<file path="src/rtl/psr_ddc_pkg.sv">
// Shared DDC output-path definitions: width-select encodings and the
// mode-to-samples-per-word mapping used by the sample packer.
package psr_ddc_pkg;

  typedef enum logic [1:0] {
    WSEL_8   = 2'd0,
    WSEL_16  = 2'd1,
    WSEL_4   = 2'd2,
    WSEL_RSV = 2'd3
  } wsel_e;

  // Reserved encoding falls back to 1:1.
  function automatic logic [2:0] samples_per_word(input logic [1:0] sel);
    case (sel)
      WSEL_8:  return 3'd2;
      WSEL_4:  return 3'd4;
      default: return 3'd1;
    endcase
  endfunction

endpackage

</file>
<file path="src/rtl/width_sel_pack.sv">
// Keeps the top 1/N of each framed sample and packs N slices MSB-first per
// output word; partial words are zero-padded and flushed at frame end.
module width_sel_pack #(
  parameter int DATA_W = 16,
  parameter int CNT_W  = 5
) (
  input  logic              clk,
  input  logic              rst,
  input  logic              en_sync_in,
  input  logic [DATA_W-1:0] data_in,
  input  logic [1:0]        width_sel,
  output logic              valid_out,
  output logic              en_sync_out,
  output logic [CNT_W-1:0]  cnt_sync_out,
  output logic [DATA_W-1:0] data_out
);
  import psr_ddc_pkg::*;

  localparam int Q = DATA_W / 4;

  // Word is handled as four quarters; each slot owns 4/N of them and is
  // filled from the top 4/N quarters of the incoming sample.
  function automatic logic [DATA_W-1:0] insert_slice(
    input logic [DATA_W-1:0] base,
    input logic [DATA_W-1:0] smp,
    input logic [1:0]        slot,
    input logic [2:0]        n
  );
    logic [DATA_W-1:0] w;
    int owner, sub;
    w = base;
    for (int j = 0; j < 4; j++) begin
      case (n)
        3'd1:    begin owner = 0;     sub = j;     end
        3'd2:    begin owner = j / 2; sub = j % 2; end
        default: begin owner = j;     sub = 0;     end
      endcase
      if (owner == int'(slot))
        w[DATA_W-1-j*Q -: Q] = smp[DATA_W-1-sub*Q -: Q];
    end
    return w;
  endfunction

  logic [1:0]        mode_q, slot_q, cur_mode, cur_slot;
  logic [2:0]        n;
  logic [DATA_W-1:0] pack_q, packed_nxt, emit_word;
  logic [CNT_W-1:0]  wcnt_q, cur_idx;
  logic              en_d, flush_q;
  logic              frame_start, word_done, flush, emit;

  always_comb begin
    frame_start = en_sync_in & ~en_d;
    cur_mode    = frame_start ? width_sel : mode_q;
    n           = samples_per_word(cur_mode);
    cur_slot    = frame_start ? 2'd0 : slot_q;
    cur_idx     = frame_start ? '0 : wcnt_q;
    // Starting each word from zero makes flushed words zero-padded for free.
    packed_nxt  = insert_slice((cur_slot == 2'd0) ? '0 : pack_q, data_in, cur_slot, n);
    word_done   = en_sync_in & (3'(cur_slot) == n - 3'd1);
    flush       = ~en_sync_in & (slot_q != 2'd0);
    emit        = word_done | flush;
    emit_word   = flush ? pack_q : packed_nxt;
  end

  always_ff @(posedge clk) begin
    if (rst) begin
      mode_q       <= WSEL_16;
      slot_q       <= '0;
      pack_q       <= '0;
      wcnt_q       <= '0;
      en_d         <= 1'b0;
      flush_q      <= 1'b0;
      valid_out    <= 1'b0;
      en_sync_out  <= 1'b0;
      cnt_sync_out <= '0;
      data_out     <= '0;
    end else begin
      en_d      <= en_sync_in;
      flush_q   <= flush;
      valid_out <= emit;
      // A flush is always the last word of its frame, so the gate drops after it.
      en_sync_out <= emit | (en_sync_out & en_sync_in & ~flush_q);
      if (frame_start) mode_q <= width_sel;
      if (!en_sync_in || word_done) slot_q <= '0;
      else                          slot_q <= cur_slot + 2'd1;
      if (en_sync_in) pack_q <= packed_nxt;
      if (emit) begin
        data_out     <= emit_word;
        cnt_sync_out <= cur_idx;
        wcnt_q       <= cur_idx + CNT_W'(1);
      end else if (frame_start) begin
        wcnt_q <= '0;
      end
    end
  end

endmodule
</file>
<file path="config.mk">
export PLATFORM = sky130hd
export DESIGN_NAME = width_sel_pack
export DESIGN_NICKNAME = d
export VERILOG_FILES = /design/src/rtl/psr_ddc_pkg.sv /design/src/rtl/width_sel_pack.sv
export SDC_FILE = /design/constraint.sdc
export NUM_CORES = 1
export LEC_CHECK = 0
export ABC_AREA = 0
export BUFFER_PORTS_ARGS = -buffer_cell sky130_fd_sc_hd__buf_2
export CORE_MARGIN = 8
export CORE_UTILIZATION = 58
export DETAILED_ROUTE_END_ITERATION = 8
export PLACE_DENSITY = 0.9
export SYNTH_ARGS = -nofsm -noshare
export SYNTH_HDL_FRONTEND = slang
export SYNTH_SLANG_ARGS = --single-unit
</file>
<file path="constraint.sdc">
create_clock -name clk -period 3.4 [get_ports clk]
set_clock_uncertainty 0.15 [all_clocks]
set_input_delay 0.17 -clock clk [delete_from_list [all_inputs] [get_ports clk]]
set_output_delay 0.17 -clock clk [all_outputs]
set_load 0.005 [all_outputs]
</file>
# [Word level (Yosys, flattened, before mapping)]
# Cells that the tools add are included.
[totals] wordCells=61 out_inout_bits=23 ff_bits=50
[op_classes] mux=17 n_reduce_logical=8 shift=3 addsub=6 bitwise_logic=10 n_eq_ne=7
[ops] op="$eq A32 B3 Y1" count=3
[ops] op="$shiftx A19 B32 Y4" count=3
[ops] op="$sub A5 B32 Y32 const A" count=3
[ops] op="$logic_not A32 Y1" count=1
[ops] op="$mux W16" count=2
[ops] op="$mux W4" count=4
[ops] op="$pmux W2 S2" count=3
[ops] op="$mux W5" count=2
[ops] op="$mux W2" count=3
[ops] op="$pmux W3 S2" count=1
[ops] op="$add A5 B1 Y5 const B" count=1
[ops] op="$and A1 B1 Y1" count=5
[ops] op="$logic_not A2 Y1" count=2
[ops] op="$reduce_or A2 Y1" count=2
[ops] op="$eq A2 B3 Y1" count=1
[ops] op="$eq A3 B1 Y1 const B" count=1
[ops] op="$eq A3 B2 Y1 const B" count=1
[ops] op="$not A1 Y1" count=3
[ops] op="$sub A3 B1 Y3 const B" count=1
[ops] op="$add A2 B1 Y2 const B" count=1
[ops] op="$eq A2 B2 Y1 const B" count=1
[ops] op="$mux W1" count=2
[ops] op="$or A1 B1 Y1" count=2
[ops] op="$reduce_bool A2 Y1" count=1
[ops] op="other kinds (2)" count=2

# [Logic depth before layout (Yosys ltp)]
[depth] ltp_word=12 mapped_depth=8 mapped_depth_nobuf=7

# [Worst setup path before layout]
# OpenSTA, ideal clock, no wires.
[synth_timing] path_kind="reg-to-reg" start="register en_d" end="register data_out[15]" path_stages_with_launch=9 t_arrival_ps=1892 setup_slack_ps=1267 path_buffers=2 path_cell_list="dfxtp_1 -> nand2b_1 -> clkbuf_1 -> nand2_1 -> ha_1 -> clkbuf_1 -> nand2_1 -> nand2_1 -> a311oi_1"
[synth_between] elab_chain_len=9 word_cells_on_any_way=16
[synth_rtl] element="start: declaration" line="width_sel_pack.sv:48" source="logic en_d, flush_q;"
[synth_rtl] element="start signal: assignment" line="width_sel_pack.sv:78" source="en_d <= en_sync_in;"
[synth_rtl] element="$not A1 Y1 *" line="width_sel_pack.sv:52" source="frame_start = en_sync_in & ~en_d;"
[synth_rtl] element="$and A1 B1 Y1 *" line="width_sel_pack.sv:52"
[synth_rtl] element="$mux W2"
[synth_rtl] element="$eq A2 B2 Y1 or $logic_not A2 Y1 (tied branches)" line="psr_ddc_pkg.sv:14" source="case (sel)"
[synth_rtl] element="$pmux W3 S2" line="psr_ddc_pkg.sv:14"
[synth_rtl] element="$sub A3 B1 Y3" line="width_sel_pack.sv:59" source="word_done = en_sync_in & (3'(cur_slot) == n - 3'd1);"
[synth_rtl] element="$eq A2 B3 Y1" line="width_sel_pack.sv:59"
[synth_rtl] element="$and A1 B1 Y1" line="width_sel_pack.sv:59"
[synth_rtl] element="$or A1 B1 Y1" line="width_sel_pack.sv:61" source="emit = word_done | flush;"
[synth_rtl] element="end signal: assignment" line="width_sel_pack.sv:88" source="data_out <= emit_word;"
[synth_rtl] element="end: declaration" line="width_sel_pack.sv:15" source="output logic [DATA_W-1:0] data_out"
# Mark *: on every way between the ends. The rest lies on a longest branch, timed or not.
# A chain may end at the register's enable or synchronous reset.

# [Worst setup path after layout]
[layout_timing] start="register en_d" end="register data_out[10]"
[layout_between] elab_chain_len=12 word_cells_on_any_way=23
[layout_rtl] element="$not A1 Y1 *" line="width_sel_pack.sv:52"
[layout_rtl] element="$and A1 B1 Y1 *" line="width_sel_pack.sv:52"
[layout_rtl] element="$mux W2"
[layout_rtl] element="$eq A2 B2 Y1 or $logic_not A2 Y1 (tied branches)" line="psr_ddc_pkg.sv:14"
[layout_rtl] element="$pmux W3 S2" line="psr_ddc_pkg.sv:14"
[layout_rtl] element="$eq A3 B2 Y1 or $eq A3 B1 Y1 (tied branches)" line="width_sel_pack.sv:33" source="case (n)"
[layout_rtl] element="$reduce_or A2 Y1 (no line)"
[layout_rtl] element="$mux W1" line="width_sel_pack.sv:33"
[layout_rtl] element="$sub A5 B32 Y32" line="width_sel_pack.sv:39" source="w[DATA_W-1-j*Q -: Q] = smp[DATA_W-1-sub*Q -: Q];"
[layout_rtl] element="$shiftx A19 B32 Y4" line="width_sel_pack.sv:39"
[layout_rtl] element="$mux W4" line="width_sel_pack.sv:38" source="if (owner == int'(slot))"
[layout_rtl] element="$mux W16" line="width_sel_pack.sv:62" source="emit_word = flush ? pack_q : packed_nxt;"
# Marks and branches as above.

==> flow_summary.toml <==
[finish]
antenna_cells = 0
fillers = 316
syn_to_final_growth_pct = 15.2
nets = 318
drive_gt1_frac = 0.230
final_common_cell = "dfxtp_1"
mostFrequentLayoutCells = "dfxtp_1, buf_2, nand2_1"

[floorplan]
core_area_mm2 = 0.00372
dieWidth_um = 78.6
num_rows = 22
initial_core_util = 0.611
ioPinCount = 44
die_area_mm2 = 0.00617
floorplan.die.height_um = 78.6

[pwr]
cellLeakagePower_nw = 1.09
power_mw = 1.20
vdd_drop_max_uv = 315
powerDensity_mw_per_mm2 = 459

[synth]
ys_seq_area_frac = 0.441
netlist_area_mm2 = 0.00227
async_flop_share = 0
ys_warn_count = 0
avgSynthCellArea_um2 = 8.94
syn-num-nets = 277
yosys_register_bits = 50
netlist_instances = 254
synth_enable_flop_cells = 0
ys.flop_type = "dfxtp_1"
ys_types = 47

[sta]
max_freq_ghz = 0.391
slew_viol_final = 0
hold_violations = 0
min_period_ps = 2560
timing.final.crit_share = 0.752
rsz0062_at_grt = "false"
worst_pin_slew_ps = 723
setup_viol = 0
fin_tns_setup_ps = 0
maxSlewHeadroom = 0.513

[clocking]
cts_tree = "yes"
numCtsBuffers = 5
cts_hold_buf = 1
root_buffer = "clkbuf_8"
max-clock-path-buffers = 2
cts.sinks = 50
cts_resized = 0
cts_setup_buffers = 0
cts.htree.levels = 2
path_clk_slew_ps = 80
clk_latency_ps = 310

[drt]
wl_per_cell_um = 16.1
ant_nets = 0
dr.pass1.iters = 4
wl_um = 5540
vias = 2083
drtIter0Drc = 199
post_drt_via_cell_ratio = 6.06
drc = 0

[critical_path]
cp_data_arrival_time_ps = 2630
crit_required_ps = 3470
worstPathMaxFanout = 16
start_kind = "register"
endpoint_kind = "register"
crit_type = "register to register"

[run]
max_cap_violations = 0

[global_route]
grt_max_degree = 36
grt_pass1_vias = 1976
antenna_found_initial = 0
grtUsageTotal = 0.185
grt_pass1_wl_um = 9180
gr-total-overflow = 0

[placed_design]
numPortBuffers = 43
hpwlAfterDp_um = 4130
place_congestion = 0.903

[outcome]
status = "finished clean"

[worst_hold_path]
min_path_type = "primary input to register"
per-stage QoR:
stage	instances	util	cell area [um2]	hold slack, ps	setup slack [ps]
2_1_floorplan	254	-	2270	156	1270
5_1_grt	344	0.703	2610	37.5	621
4_1_cts	344	0.703	2610	30.8	893
6_report	344	0.703	2610	37.8	844
3_3_place_gp	335	0.676	2510	285	1070
3_5_place_dp	335	0.676	2510	293	871
registers in the layout, indices dropped and copies added, names as in the netlist, 2 cells and up:
register and count:
data_out 16, pack_q 16, cnt_sync_out 5, wcnt_q 5, mode_q 2, slot_q 2
critical path: stages, from the launching register on:
cell and delay, ps:
dfxtp_1 490, nand2b_1 490, nand2_1 130, ha_1 390
nor3_1 400, o21ai_0 160, a311oi_1 250
path summary, 6_finish.rpt:
kind / start / endpoint / slack, ps / cells after the start
worst max-delay path: en_d$_SDFF_PP0_ / data_out[10]$_SDFFE_PP0P_ / 840 / 6
worst min-delay path: data_in[8] / pack_q[8]$_SDFFE_PP0P_ / 40 / 3
worst max register to register: en_d$_SDFF_PP0_ / data_out[10]$_SDFFE_PP0P_ / 840 / 6
worst min register to register: cnt_sync_out[4]$_SDFFE_PP0P_ / cnt_sync_out[4]$_SDFFE_PP0P_ / 300 / 2
cells by family (layout without fill, tap and decap cells):
group | after synthesis | after routing | synth area share
DFF | 50 | 50 | 0.441
xor gates and xnor gates | 1 | 1 | 0.00386
AOI/OAI and AO/OA | 70 | 70 | 0.239
muxes | 12 | 12 | 0.0557
and+or+nand+nor | 97 | 97 | 0.210
adders and majority gates | 2 | 2 | 0.0110
buffers and inverters | 22 | 64 | 0.0391
report_power, final:
part	internal [mW]	total, mW	leakage [nW]	switching [mW]
clock network	0.164	0.357	0.0482	0.192
registers	0.623	0.645	0.410	0.0220
logic	0.0845	0.197	0.637	0.112
total	0.872	1.20	1.09	0.327
synthesized netlist by cell type, types with 2 or more instances:
| cell type | number | share of area |
|---|---|---|
| nor2_1 | 23 | 0.038 |
| clkbuf_1 | 10 | 0.017 |
| o21a_1 | 2 | 0.0066 |
| a21o_1 | 5 | 0.017 |
| and2_1 | 3 | 0.0083 |
| nand3_1 | 14 | 0.031 |
| nor3_1 | 5 | 0.011 |
| o32ai_1 | 4 | 0.015 |
| a211oi_1 | 4 | 0.013 |
| nand2_1 | 32 | 0.053 |
| ha_1 | 2 | 0.011 |
| inv_1 | 9 | 0.015 |
| nor2b_1 | 2 | 0.0055 |
| or3_1 | 4 | 0.011 |
| a221o_1 | 4 | 0.018 |
| dfxtp_1 | 50 | 0.44 |
| a21oi_1 | 15 | 0.033 |
| nor3b_1 | 2 | 0.0066 |
| mux2i_1 | 7 | 0.031 |
| a32o_1 | 4 | 0.018 |
| buf_2 | 2 | 0.0044 |
| a221oi_1 | 4 | 0.015 |
| and3_1 | 2 | 0.0055 |
| o21ai_0 | 10 | 0.022 |
| a311oi_1 | 7 | 0.027 |
| nand2b_1 | 2 | 0.0055 |
| a41oi_2 | 2 | 0.014 |
| mux2_2 | 5 | 0.025 |
area by class of cell:
| type | count | area (um2) | area share |
|---|---|---|---|
| clock buffers | 7 | 86.3 | 0.0330 |
| clock inverters | 1 | 5.00 | 0.00191 |
| inverters | 9 | 33.8 | 0.0129 |
| multi-input cells | 182 | 1180 | 0.451 |
| flip-flops and latches | 50 | 1000 | 0.383 |
| well taps | 48 | 60.1 | 0.0230 |
| repair buffers | 47 | 248 | 0.0948 |
per-layer routing:
layer,routed length (um),share of wire,up-vias,GRT usage
met4,113,0.020,0,0.0815
met2,2580,0.47,79,0.292
met1,2320,0.42,980,0.216
met3,527,0.095,11,0.0718
li1,-,-,1013,-
met5,0,0,-,0
(Power assumes the default switching activity.)
